**src/rtl/sqrl_filter_pkg.sv**
```systemverilog
// sqrl_filter_pkg: shared constants and helpers for the sqrl input filter.
//   MAX_WINDOW / MIN_SYNC / MAX_SYNC / MAX_CNT_W : legal parameter ranges
//   clog2()        : ceiling log2 for constant sizing
//   popcount15()   : number of set bits in a 15-bit vector
//   window_legal() : true when a vote window is odd and in range
package sqrl_filter_pkg;

  localparam int unsigned MAX_WINDOW = 15;
  localparam int unsigned MIN_SYNC   = 2;
  localparam int unsigned MAX_SYNC   = 4;
  localparam int unsigned MAX_CNT_W  = 16;

  function automatic int unsigned clog2(input int unsigned v);
    int unsigned r;
    r = 0;
    for (int unsigned i = 0; i < 32; i++) begin
      if ((64'd1 << i) < 64'(v)) r = i + 1;
    end
    return r;
  endfunction

  // Width able to hold a count of 0..MAX_WINDOW.
  localparam int unsigned ONES_W = clog2(MAX_WINDOW + 1);

  function automatic logic [ONES_W-1:0] popcount15(input logic [MAX_WINDOW-1:0] v);
    logic [ONES_W-1:0] c;
    c = '0;
    for (int i = 0; i < int'(MAX_WINDOW); i++) begin
      c = c + ONES_W'(v[i]);
    end
    return c;
  endfunction

  function automatic bit window_legal(input int unsigned w);
    return (w >= 1) && (w <= MAX_WINDOW) && (w % 2 == 1);
  endfunction

endpackage

```
**src/rtl/sqrl_filter_channel.sv**
```systemverilog
// sqrl_filter_channel: one input channel -- synchroniser, majority-vote window,
// registered level and edge strobes, and a saturating rejected-glitch counter.
//   clk, reset  : clock and synchronous active-high reset
//   din         : raw asynchronous input
//   cnt_clear   : synchronous clear of the glitch counter (beats an increment)
//   dout        : filtered registered level
//   rise, fall  : one-cycle strobes coincident with a dout change
//   glitch_cnt  : saturating count of pulses that never reached dout
module sqrl_filter_channel
  import sqrl_filter_pkg::*;
#(
  parameter int unsigned SYNC_STAGES = 2,
  parameter int unsigned WINDOW      = 3,
  parameter int unsigned CNT_W       = 8,
  parameter logic        IDLE        = 1'b1
) (
  input  logic             clk,
  input  logic             reset,
  input  logic             din,
  input  logic             cnt_clear,
  output logic             dout,
  output logic             rise,
  output logic             fall,
  output logic [CNT_W-1:0] glitch_cnt
);

  if (!window_legal(WINDOW)) begin : g_bad_window
    $error("sqrl_filter_channel: WINDOW must be odd and within 1..15");
  end
  if (SYNC_STAGES < MIN_SYNC || SYNC_STAGES > MAX_SYNC) begin : g_bad_sync
    $error("sqrl_filter_channel: SYNC_STAGES must be within 2..4");
  end
  if (CNT_W < 1 || CNT_W > MAX_CNT_W) begin : g_bad_cnt
    $error("sqrl_filter_channel: CNT_W must be within 1..16");
  end

  localparam logic [ONES_W-1:0] Thresh = ONES_W'((WINDOW + 1) / 2);

  logic [SYNC_STAGES-1:0] sync_q, sync_d;
  logic                   s;
  logic [MAX_WINDOW-1:0]  win;
  logic                   vote;
  logic                   dout_q, dout_d;
  logic                   rise_q, rise_d;
  logic                   fall_q, fall_d;
  logic                   run_q, run_d;
  logic                   cnt_inc;
  logic [CNT_W-1:0]       cnt_q, cnt_d;

  assign s = sync_q[SYNC_STAGES-1];

  always_comb begin
    sync_d = {sync_q[SYNC_STAGES-2:0], din};
  end

  if (WINDOW > 1) begin : g_hist
    // Oldest sample sits in the MSB.
    logic [WINDOW-2:0] hist_q, hist_d;

    always_comb begin
      hist_d = {hist_q[WINDOW-3:0], s};
    end

    always_ff @(posedge clk) begin
      if (reset) hist_q <= {(WINDOW - 1){IDLE}};
      else       hist_q <= hist_d;
    end

    always_comb begin
      win                = '0;
      win[WINDOW-1:0]    = {hist_q, s};
    end
  end else begin : g_no_hist
    always_comb begin
      win    = '0;
      win[0] = s;
    end
  end

  assign vote = (popcount15(win) >= Thresh);

  always_comb begin
    dout_d  = vote;
    rise_d  = vote & ~dout_q;
    fall_d  = ~vote & dout_q;
    run_d   = run_q;
    cnt_inc = 1'b0;
    // run marks a disagreement that has not (yet) won the vote.
    if (vote != dout_q) begin
      run_d = 1'b0;
    end else if (run_q && (s == dout_q)) begin
      run_d   = 1'b0;
      cnt_inc = 1'b1;
    end else if (s != dout_q) begin
      run_d = 1'b1;
    end

    cnt_d = cnt_q;
    if (cnt_clear) begin
      cnt_d = '0;
    end else if (cnt_inc && (cnt_q != {CNT_W{1'b1}})) begin
      cnt_d = cnt_q + CNT_W'(1);
    end
  end

  always_ff @(posedge clk) begin
    if (reset) begin
      sync_q <= {SYNC_STAGES{IDLE}};
      dout_q <= IDLE;
      rise_q <= 1'b0;
      fall_q <= 1'b0;
      run_q  <= 1'b0;
      cnt_q  <= '0;
    end else begin
      sync_q <= sync_d;
      dout_q <= dout_d;
      rise_q <= rise_d;
      fall_q <= fall_d;
      run_q  <= run_d;
      cnt_q  <= cnt_d;
    end
  end

  assign dout       = dout_q;
  assign rise       = rise_q;
  assign fall       = fall_q;
  assign glitch_cnt = cnt_q;

endmodule

```
**src/rtl/sqrl_input_filter.sv**
```systemverilog
// sqrl_input_filter: WIDTH independent input conditioners (synchroniser plus
// odd-window majority filter) with edge strobes and per-channel glitch counts.
//   clk, reset  : clock and synchronous active-high reset
//   din         : raw asynchronous inputs
//   cnt_clear   : synchronous clear of every glitch counter
//   dout        : filtered registered levels (IDLE after reset)
//   rise, fall  : per-channel one-cycle edge strobes
//   glitch_cnt  : channel i in bits [i*CNT_W +: CNT_W]
module sqrl_input_filter
  import sqrl_filter_pkg::*;
#(
  parameter int unsigned      WIDTH       = 1,
  parameter int unsigned      SYNC_STAGES = 2,
  parameter int unsigned      WINDOW      = 3,
  parameter int unsigned      CNT_W       = 8,
  parameter logic [WIDTH-1:0] IDLE        = {WIDTH{1'b1}}
) (
  input  logic                   clk,
  input  logic                   reset,
  input  logic [WIDTH-1:0]       din,
  input  logic                   cnt_clear,
  output logic [WIDTH-1:0]       dout,
  output logic [WIDTH-1:0]       rise,
  output logic [WIDTH-1:0]       fall,
  output logic [WIDTH*CNT_W-1:0] glitch_cnt
);

  for (genvar i = 0; i < int'(WIDTH); i++) begin : g_ch
    sqrl_filter_channel #(
      .SYNC_STAGES(SYNC_STAGES),
      .WINDOW     (WINDOW),
      .CNT_W      (CNT_W),
      .IDLE       (IDLE[i])
    ) u_ch (
      .clk       (clk),
      .reset     (reset),
      .din       (din[i]),
      .cnt_clear (cnt_clear),
      .dout      (dout[i]),
      .rise      (rise[i]),
      .fall      (fall[i]),
      .glitch_cnt(glitch_cnt[i*CNT_W +: CNT_W])
    );
  end

endmodule
```
**config.mk**
```make
export PLATFORM = sky130hd
export DESIGN_NAME = sqrl_input_filter
export DESIGN_NICKNAME = d
export VERILOG_FILES = /design/src/rtl/sqrl_filter_pkg.sv /design/src/rtl/sqrl_filter_channel.sv /design/src/rtl/sqrl_input_filter.sv
export SDC_FILE = /design/constraint.sdc
export NUM_CORES = 1
export LEC_CHECK = 0
export ABC_CLOCK_PERIOD_IN_PS = 4500
export CAP_MARGIN = 20
export CORE_MARGIN = 10
export CORE_UTILIZATION = 51
export CTS_CLUSTER_DIAMETER = 80
export DETAILED_ROUTE_END_ITERATION = 16
export GPL_TIMING_DRIVEN = 0
export PLACE_DENSITY = 0.8
export SLEW_MARGIN = 15
export SYNTH_ARGS = -nofsm -noshare
export SYNTH_HDL_FRONTEND = slang
export SYNTH_SLANG_ARGS = --single-unit
```
**constraint.sdc**
```tcl
create_clock -name clk -period 4.5 [get_ports clk]
set_input_delay 0.9 -clock clk [delete_from_list [all_inputs] [get_ports clk]]
set_output_delay 0.9 -clock clk [all_outputs]
set_load 0.05 [all_outputs]
```
-- Word-level counts from Yosys, hierarchy flattened
Index checks and enable logic that the tools add are counted.
- bits in registers: 16
- output and inout bits: 11
- add/sub/neg operators: 3
- order comparisons: 1
- equal/unequal tests: 4
- mux-type cells: 2
- bitwise gates (word level): 4
- reduce and logical (&&, ||, !) cells: 4
- operator list (cell ; count):
    $add 8x1->8 const B ; 1
    $ne 8x8->1 const B ; 1
    $add 4x1->4 ; 1
    $ge 4x2->1 const B ; 1
    $reduce_or 3->1 ; 1
    $add 1x1->2 ; 1
    $and 1x1->1 ; 2
    $logic_and 1x1->1 ; 2
    $mux 1 ; 2
    $ne 1x1->1 ; 2
    $not 1->1 ; 2
    $reduce_or 2->1 ; 1
    $eq 1x1->1 ; 1

-- Depth between registers and ports, before layout
Gate-level depths: netlist of run 1.
- depth after elaboration: 6
- gate-level depth with buffers: 8
- gate-level depth less buffers: 8

-- Worst setup path before layout of run 1
Ideal clock, no wire load.
- path type: reg2reg
- from: reg g_ch[0].u_ch.sync_q[1]
- to: reg g_ch[0].u_ch.cnt_q[5]
- library setup time: 145 ps
- arrival time: 1963 ps
- path slack: 2392 ps
- stages on the path, launching flop included: 9
- buffers on the path: 0
- clock period less this slack: 2108 ps
- path through: dfxtp_1 -> ha_1 -> a21oi_1 -> inv_1 -> ha_1 -> nand2_1 -> or3_4 -> o311ai_2 -> o41ai_1
- word-level cells in the longest chain between the ends: 6
- ends and longest elaborated chain (what ; line ; text):
    start: declaration ; sqrl_filter_channel.sv:39 ; logic [SYNC_STAGES-1:0] sync_q, sync_d;
    start signal: assignment ; sqrl_filter_channel.sv:108 ; sync_q <= {SYNC_STAGES{IDLE}};
    start signal: assignment ; sqrl_filter_channel.sv:115 ; sync_q <= sync_d;
    $add 1x1->2 ; sqrl_filter_pkg.sv:29 ; c = c + ONES_W'(v[i]);
    $add 4x1->4 ; sqrl_filter_pkg.sv:29 ;
    $ge 4x2->1 ; sqrl_filter_channel.sv:80 ; assign vote = (popcount15(win) >= Thresh);
    net g_ch[0].u_ch.dout_d ; sqrl_filter_channel.sv:43 ; logic dout_q, dout_d;
    $ne 1x1->1 ; sqrl_filter_channel.sv:89 ; if (vote != dout_q) begin
    $mux 1 ; sqrl_filter_channel.sv:89 ;
    $logic_and 1x1->1 ; sqrl_filter_channel.sv:101 ; end else if (cnt_inc && (cnt_q != {CNT_W{1'b1}})) begin
    end signal: assignment ; sqrl_filter_channel.sv:120 ; cnt_q <= cnt_d;
    end: declaration ; sqrl_filter_channel.sv:48 ; logic [CNT_W-1:0] cnt_q, cnt_d;
The timed path passes the listed nets, and every way through them passes these cells.
A chain may end at the register's enable or synchronous reset.

-- Worst setup path after layout of run 1
- from: reg g_ch[0].u_ch.cnt_q[2]
- to: out glitch_cnt[2]
- RTL lines (what ; line ; text):
    end: declaration ; sqrl_input_filter.sv:25 ; output logic [WIDTH*CNT_W-1:0] glitch_cnt
No word-level cell between the ends.

==> results of run 1 <==
[cell type report]
class	count	area, um2	area share
buffer	1	3.75	0.00423
clock buffer	4	36.3	0.0409
inverter	3	11.3	0.0127
multi-input combinational	48	357	0.402
sequential	16	320	0.361
tap	15	18.8	0.0212
timing repair buffer	14	140	0.158
[metal layers]
layer	vias to the layer above	track usage	wire length, um
met3	5	0.0382	102
met1	259	0.0894	624
met2	13	0.127	557
li1	281	-	-
met5	-	0	0
met4	0	0.0705	43
[synth_stat cells]
library cell | number | area, um2
a2111oi_2 | 1 | 15.0
a211oi_2 | 1 | 12.5
a21oi_1 | 2 | 10.0
a31o_1 | 1 | 8.76
a31oi_1 | 1 | 6.26
and2_1 | 1 | 6.26
and3_1 | 1 | 6.26
and3b_1 | 1 | 8.76
and4_1 | 1 | 8.76
clkbuf_1 | 1 | 3.75
dfxtp_1 | 16 | 320
ha_1 | 4 | 50.1
inv_1 | 3 | 11.3
mux2i_1 | 1 | 10.0
nand2_1 | 4 | 15.0
nand2b_1 | 1 | 6.26
nand3_1 | 4 | 20.0
nor2_1 | 5 | 18.8
nor2b_1 | 2 | 12.5
nor4_1 | 1 | 6.26
nor4b_1 | 1 | 8.76
o211a_1 | 1 | 10.0
o211ai_1 | 1 | 7.51
o21a_1 | 1 | 7.51
o311ai_2 | 1 | 16.3
o31ai_1 | 1 | 7.51
o41ai_1 | 1 | 8.76
or2_2 | 5 | 31.3
or3_4 | 1 | 11.3
xnor2_1 | 2 | 17.5
xor2_1 | 1 | 8.76
[worst max-delay path by stage]
| stage | start | to | slack [ps] | depth (start not counted) |
|---|---|---|---|---|
| finish | g_ch[0].u_ch.glitch_cnt[2] | glitch_cnt[2] | 2010 | 1 |
| global route | g_ch[0].u_ch.glitch_cnt[2] | glitch_cnt[2] | 1940 | 1 |
| CTS | g_ch[0].u_ch.glitch_cnt[2] | glitch_cnt[2] | 2010 | 1 |
| detailed placement | reset | g_ch[0].u_ch.glitch_cnt[5] | 2050 | 4 |
| global placement | reset | g_ch[0].u_ch.glitch_cnt[5] | 2090 | 4 |
| floorplan | g_ch[0].u_ch.sync_q[1] | g_ch[0].u_ch.glitch_cnt[5] | 2390 | 8 |
[sequential cells by signal, indices dropped and copies added (netlist names)]
register and cells:
g_ch.u_ch.g_hist.hist_q 2, g_ch.u_ch.fall 1, g_ch.u_ch.glitch_cnt 8, g_ch.u_ch.run_q 1, g_ch.u_ch.rise 1, g_ch.u_ch.dout 1, g_ch.u_ch.sync_q 2
[placed cells by master, fill, tap and decap left out, drive strengths merged]
master,Yosys,routed
a2111oi,1,1
a211oi,1,1
a21oi,2,2
a31o,1,1
a31oi,1,1
and2,1,1
and3,1,1
and3b,1,1
and4,1,1
clkbuf,1,5
clkdlybuf4s50,0,14
dfxtp,16,16
ha,4,4
inv,3,3
mux2i,1,1
nand2,4,4
nand2b,1,1
nand3,4,4
nor2,5,5
nor2b,2,2
nor4,1,1
nor4b,1,1
o211a,1,1
o211ai,1,1
o21a,1,1
o311ai,1,1
o31ai,1,1
o41ai,1,1
or2,5,5
or3,1,1
xnor2,2,2
xor2,1,1
[metrics by stage]
stage	utilization	power, uW	hold slack [ps]	instances	worst slack (ps)
floorplan	-	162	389	68	2390
global placement	0.662	169	392	97	2090
detailed placement	0.662	170	408	97	2050
CTS	0.690	266	434	101	2010
global route	0.690	274	448	101	1940
finish	0.690	262	428	101	2010
[power groups by stage]
stage	Sequential [uW]	Combinational [uW]	Clock, uW
CTS	146	21.1	99.4
global route	146	23.1	105
floorplan	152	9.35	0
finish	146	20.8	96.0
global placement	149	20.2	0
detailed placement	149	21.0	0
[logic make-up after synthesis]
family	share of synthesized area
simple gates	0.231
flops	0.463
compound gates	0.159
buf+inv	0.0217
fa+ha+maj	0.0723
xor+xnor	0.0380
mux	0.0145
==> flow_summary_export.csv, run 1 <==
group,metric,value,unit
drt,dr.pass1.iters,2,
logic_synthesis,ys_ff_latch,16,
setup_path,crit_buf_inv,1,
clocking,clk_pin_slew_worst_paths,100,ps
pwr,power.density,296,nW/um2
sta,tns,0,ps
drt,routed_via_density,5.52,
global_route,grt_pass1_vias,524,
setup_path,cp.required,3600,ps
setup_path,r2r_end,"g_ch[0].u_ch.glitch_cnt[5]",
cells_and_area,design_area,887,um2
placement,io_buffers,14,
setup_path,critPathCaptureType,"primary output",
pwr,peakVddDrop,225,uV
die,ios,15,
setup_path,crit_path_max_incr_delay,850,ps
pwr,p_switching,60.3,uW
setup_path,reg2reg_depth,8,
sta,clock.fmax,402,MHz
logic_synthesis,ys_seq_area_frac,0.463,
drt,wl_per_cell,13.1,um
cells_and_area,num-fill-cells,111,
logic_synthesis,yosysWarnings,0,
cells_and_area,layout-area-overhead-vs-synth,28.2,%
cells_and_area,final_nets,95,
pwr,p_int,202,uW
sta,final.period_utilization,0.553,
clocking,numCtsBuffers,3,
sta,final_max_slew_viol_count,0,
clocking,htree_num_levels,1,
sta,final_hold_viol_count,0,
sta,fin_skew,10.9,ps
worst_hold_path,holdPathStages,1,
sta,rsz0062_at_grt,"false",
placement,place_congestion,0.749,
drt,postRouteAntennaNets,0,
worst_hold_path,worst_hold_path.endpoint,"g_ch[0].u_ch.sync_q[1]",
logic_synthesis,postSynthAreaPerCell,10.2,um2
global_route,overflow,0,
global_route,track_usage,0.0852,
flow_run,cap_violations,0,
clocking,cts_buffer_depth,2,
logic_synthesis,synthCells,68,
clocking,cts-resized-gates,0,
die,die_y,56.8,um
pwr,power_frac_seq,0.555,
setup_path,arrival,1590,ps
pwr,swShare,0.230,
drt,drc,0,
sta,slew_headroom,0.652,
die,rows,13,
setup_path,rrSetupSlack,2240,ps
clocking,cts_tree,"done",
die,die_w,56.8,um
logic_synthesis,synth_fp_nets,76,
placement,place_area,851,um2
setup_path,worstSetupPathType,"flop to primary output",
logic_synthesis,syn_area,692,um2
setup_path,critPathLaunchType,"flop",
sta,finalSetupViolCount,0,
global_route,antenna_found_initial,0,
setup_path,critPathTopFamily,"buffers and inverters",
setup_path,cp_cell_sequence,"clkdlybuf4s50_1",
setup_path,path_max_fanout,7,
drt,routed-via-count,558,
pwr,p_leak,0.000336,uW
sta,fin_crit,2490,ps
setup_path,crit_slowest_cell,"clkdlybuf4s50_1",
clocking,clock_latency,290,ps
die,die_area,3230,um2
clocking,cts.sinks,16,
cells_and_area,layout-drive-gt1-share,0.151,
die,coreArea,1280,um2
clocking,root_buffer,"clkbuf_4",
worst_hold_path,hold_start,"g_ch[0].u_ch.sync_q[0]",
placement,hpwl,998,um
clocking,cts_hold_buf,0,
drt,wirelength,1.33,mm
global_route,grt_max_degree,11,
logic_synthesis,synth_cell_types,31,
clocking,cts_setup_buffers,0,
pwr,p_comb_frac,0.079,
pwr,clockPowerShare,0.366,
setup_path,reg2reg_from,"g_ch[0].u_ch.sync_q[1]",
global_route,grt_pass1_wl,2.19,mm
cells_and_area,diodes,0,
drt,drt_iter0_drc,4,
worst_hold_path,hold_path.class,"flop to flop",
sta,tightest_slew,521,ps
run_status,status,"finished clean",
die,initial_utilization,0.538,
No activity file was read; power rests on OpenSTA's default activity.
==> run 2, diff against run 1 <==
Settings changed: ABC_CLOCK_PERIOD_IN_PS 4500 to 2500, CORE_UTILIZATION 51 to 47, PLACE_DENSITY 0.8 to 0.75.
Clock period 4.5 ns to 2.5 ns, I/O delays scaled along.
==> run 2 against run 1 <==
- critical endpoint is now g_ch[0].u_ch.glitch_cnt[5]
- clock-buffer cell count unchanged
- global-route usage is 0.29 points lower
- combinational power up 77%
- setup slack got worse by 1700 ps
- clock skew down 5.6 ps
- flip-flop and latch count unchanged
==> flow_summary_export.csv, run 2 (synthesized netlist as in run 1, its figures left out) <==
group,metric,value,unit
clocking,cts_hold_buf,0,
sta,clock.fmax,447,MHz
sta,final_hold_viol_count,0,
pwr,clockPowerShare,0.356,
sta,slew_headroom,0.663,
setup_path,cp_cell_sequence,"ha_1, a21oi_1, inv_1, ha_1, nand2_1, or3_4, o311ai_2, o41ai_1",
cells_and_area,largest_register_ffs,8,
clocking,cts-resized-gates,0,
clocking,cts_buffer_depth,2,
clocking,numCtsBuffers,3,
pwr,p_comb_frac,0.080,
setup_path,crit_slowest_cell,"or3_4",
pwr,power.density,523,nW/um2
global_route,grt_max_degree,11,
drt,wirelength,1.29,mm
drt,drt_iter0_drc,5,
clocking,htree_num_levels,1,
pwr,swShare,0.217,
pwr,p_switching,101,uW
cells_and_area,final_nets,95,
cells_and_area,final_cell_mix,"dfxtp_1, clkdlybuf4s50_1, or2_2, nor2_1",
sta,rsz0062_at_grt,"false",
die,die_area,3410,um2
global_route,grt_pass1_wl,2.21,mm
flow_run,cap_violations,0,
global_route,grt_pass1_vias,527,
global_route,antenna_found_initial,0,
global_route,overflow,0,
die,ios,15,
drt,drc,0,
setup_path,cp-startpoint,"g_ch[0].u_ch.sync_q[1]",
clocking,cts_tree,"done",
drt,dr.pass1.iters,4,
clocking,clock_latency,280,ps
setup_path,path_max_fanout,5,
sta,fin_crit,2240,ps
sta,final_max_slew_viol_count,0,
setup_path,reg2reg_from,"g_ch[0].u_ch.sync_q[1]",
die,die_w,58.4,um
pwr,peakVddDrop,427,uV
sta,fin_skew,5.25,ps
die,rows,13,
setup_path,crit_path_max_incr_delay,430,ps
drt,postRouteAntennaNets,0,
cells_and_area,layout-area-overhead-vs-synth,28.2,%
setup_path,cpMostUsedCell,"ha_1",
worst_hold_path,hold_path.class,"flop to flop",
die,coreArea,1350,um2
cells_and_area,layout-drive-gt1-share,0.151,
sta,tns,0,ps
sta,finalSetupViolCount,0,
sta,tightest_slew,503,ps
pwr,p_int,363,uW
sta,final.period_utilization,0.894,
setup_path,cp.required,2670,ps
cells_and_area,final_common_cell,"dfxtp_1",
placement,io_buffers,14,
drt,routed_via_density,5.52,
clocking,cts_setup_buffers,0,
clocking,root_buffer,"clkbuf_4",
pwr,p_leak,0.000336,uW
worst_hold_path,hold_start,"g_ch[0].u_ch.sync_q[0]",
global_route,track_usage,0.0823,
placement,hpwl,1.01,mm
cells_and_area,diodes,0,
setup_path,critPathCaptureType,"flop",
clocking,cts.sinks,16,
run_status,status,"finished clean",
drt,wl_per_cell,12.7,um
drt,routed-via-count,558,
placement,place_congestion,0.744,
die,die_y,58.4,um
sta,worst_hold_slack,415,ps
setup_path,critPathLaunchType,"flop",
setup_path,worstSetupPathType,"flop to flop",
pwr,power_frac_seq,0.565,
die,initial_utilization,0.513,
setup_path,arrival,2400,ps
clocking,clk_pin_slew_worst_paths,90,ps
==> run 2: cell counts in the layout (fill, tap and decap cells not counted) <==
No cell type changed its count.
==> run 2: cell type report <==
class	instances	area, um2
plain buffers	1	3.75
clock buffers	4	36.3
fillers	124	463
inverters	3	11.3
multi-input cells	48	357
flip-flops and latches	16	320
well taps	15	18.8
repair buffers	14	140
==> run 2: per-layer routing <==
metal / GRT usage / routed length [um] / up-vias / part of all wire
li1: - / - / 280 / -
met1: 0.0875 / 554 / 263 / 0.43
met2: 0.124 / 587 / 13 / 0.46
met3: 0.0644 / 137 / 2 / 0.11
met4: 0.0201 / 8 / 0 / 0.0062
met5: 0 / 0 / - / 0
==> run 2: worst paths after layout <==
path / end / slack [ps] / cells after the start
max: g_ch[0].u_ch.glitch_cnt[5] / 260 / 8
min: g_ch[0].u_ch.sync_q[1] / 410 / 1
max reg2reg: g_ch[0].u_ch.glitch_cnt[5] / 260 / 8
min reg2reg: g_ch[0].u_ch.sync_q[1] / 410 / 1
==> run 2: power groups by stage <==
stage | combinational [uW] | clock (uW) | sequential [uW]
detailed placement | 37.3 | 0 | 268
global placement | 36.5 | 0 | 268
CTS | 37.4 | 176 | 262
finish | 36.9 | 165 | 262
global route | 41.3 | 182 | 263
floorplan | 16.8 | 0 | 274
==> run 2: per-stage QoR <==
step	instances	power, uW	instance area (um2)	setup slack (ps)	utilization
after global routing	101	486	887	108	0.657
after CTS	101	475	887	239	0.657
after detailed placement	97	305	851	267	0.630
after floorplan	68	291	692	392	-
final	101	464	887	264	0.657
after global placement	97	305	851	284	0.630
==> run 2: worst max-delay path, delay by kind of cell (launching register included) <==
kind,cells,cell delay [ps]
AO/OA/AOI/OAI,3,600
adder cells (fa/ha/maj),2,520
AND/OR/NAND/NOR,2,570
buffers and inverters,1,70
flip-flops,1,370
==> run 3, diff against run 2 <==
Settings changed: CTS_CLUSTER_SIZE set to 28.
==> results of run 3 <==
No change in the layout: final DEF, timing and power equal those of run 2.
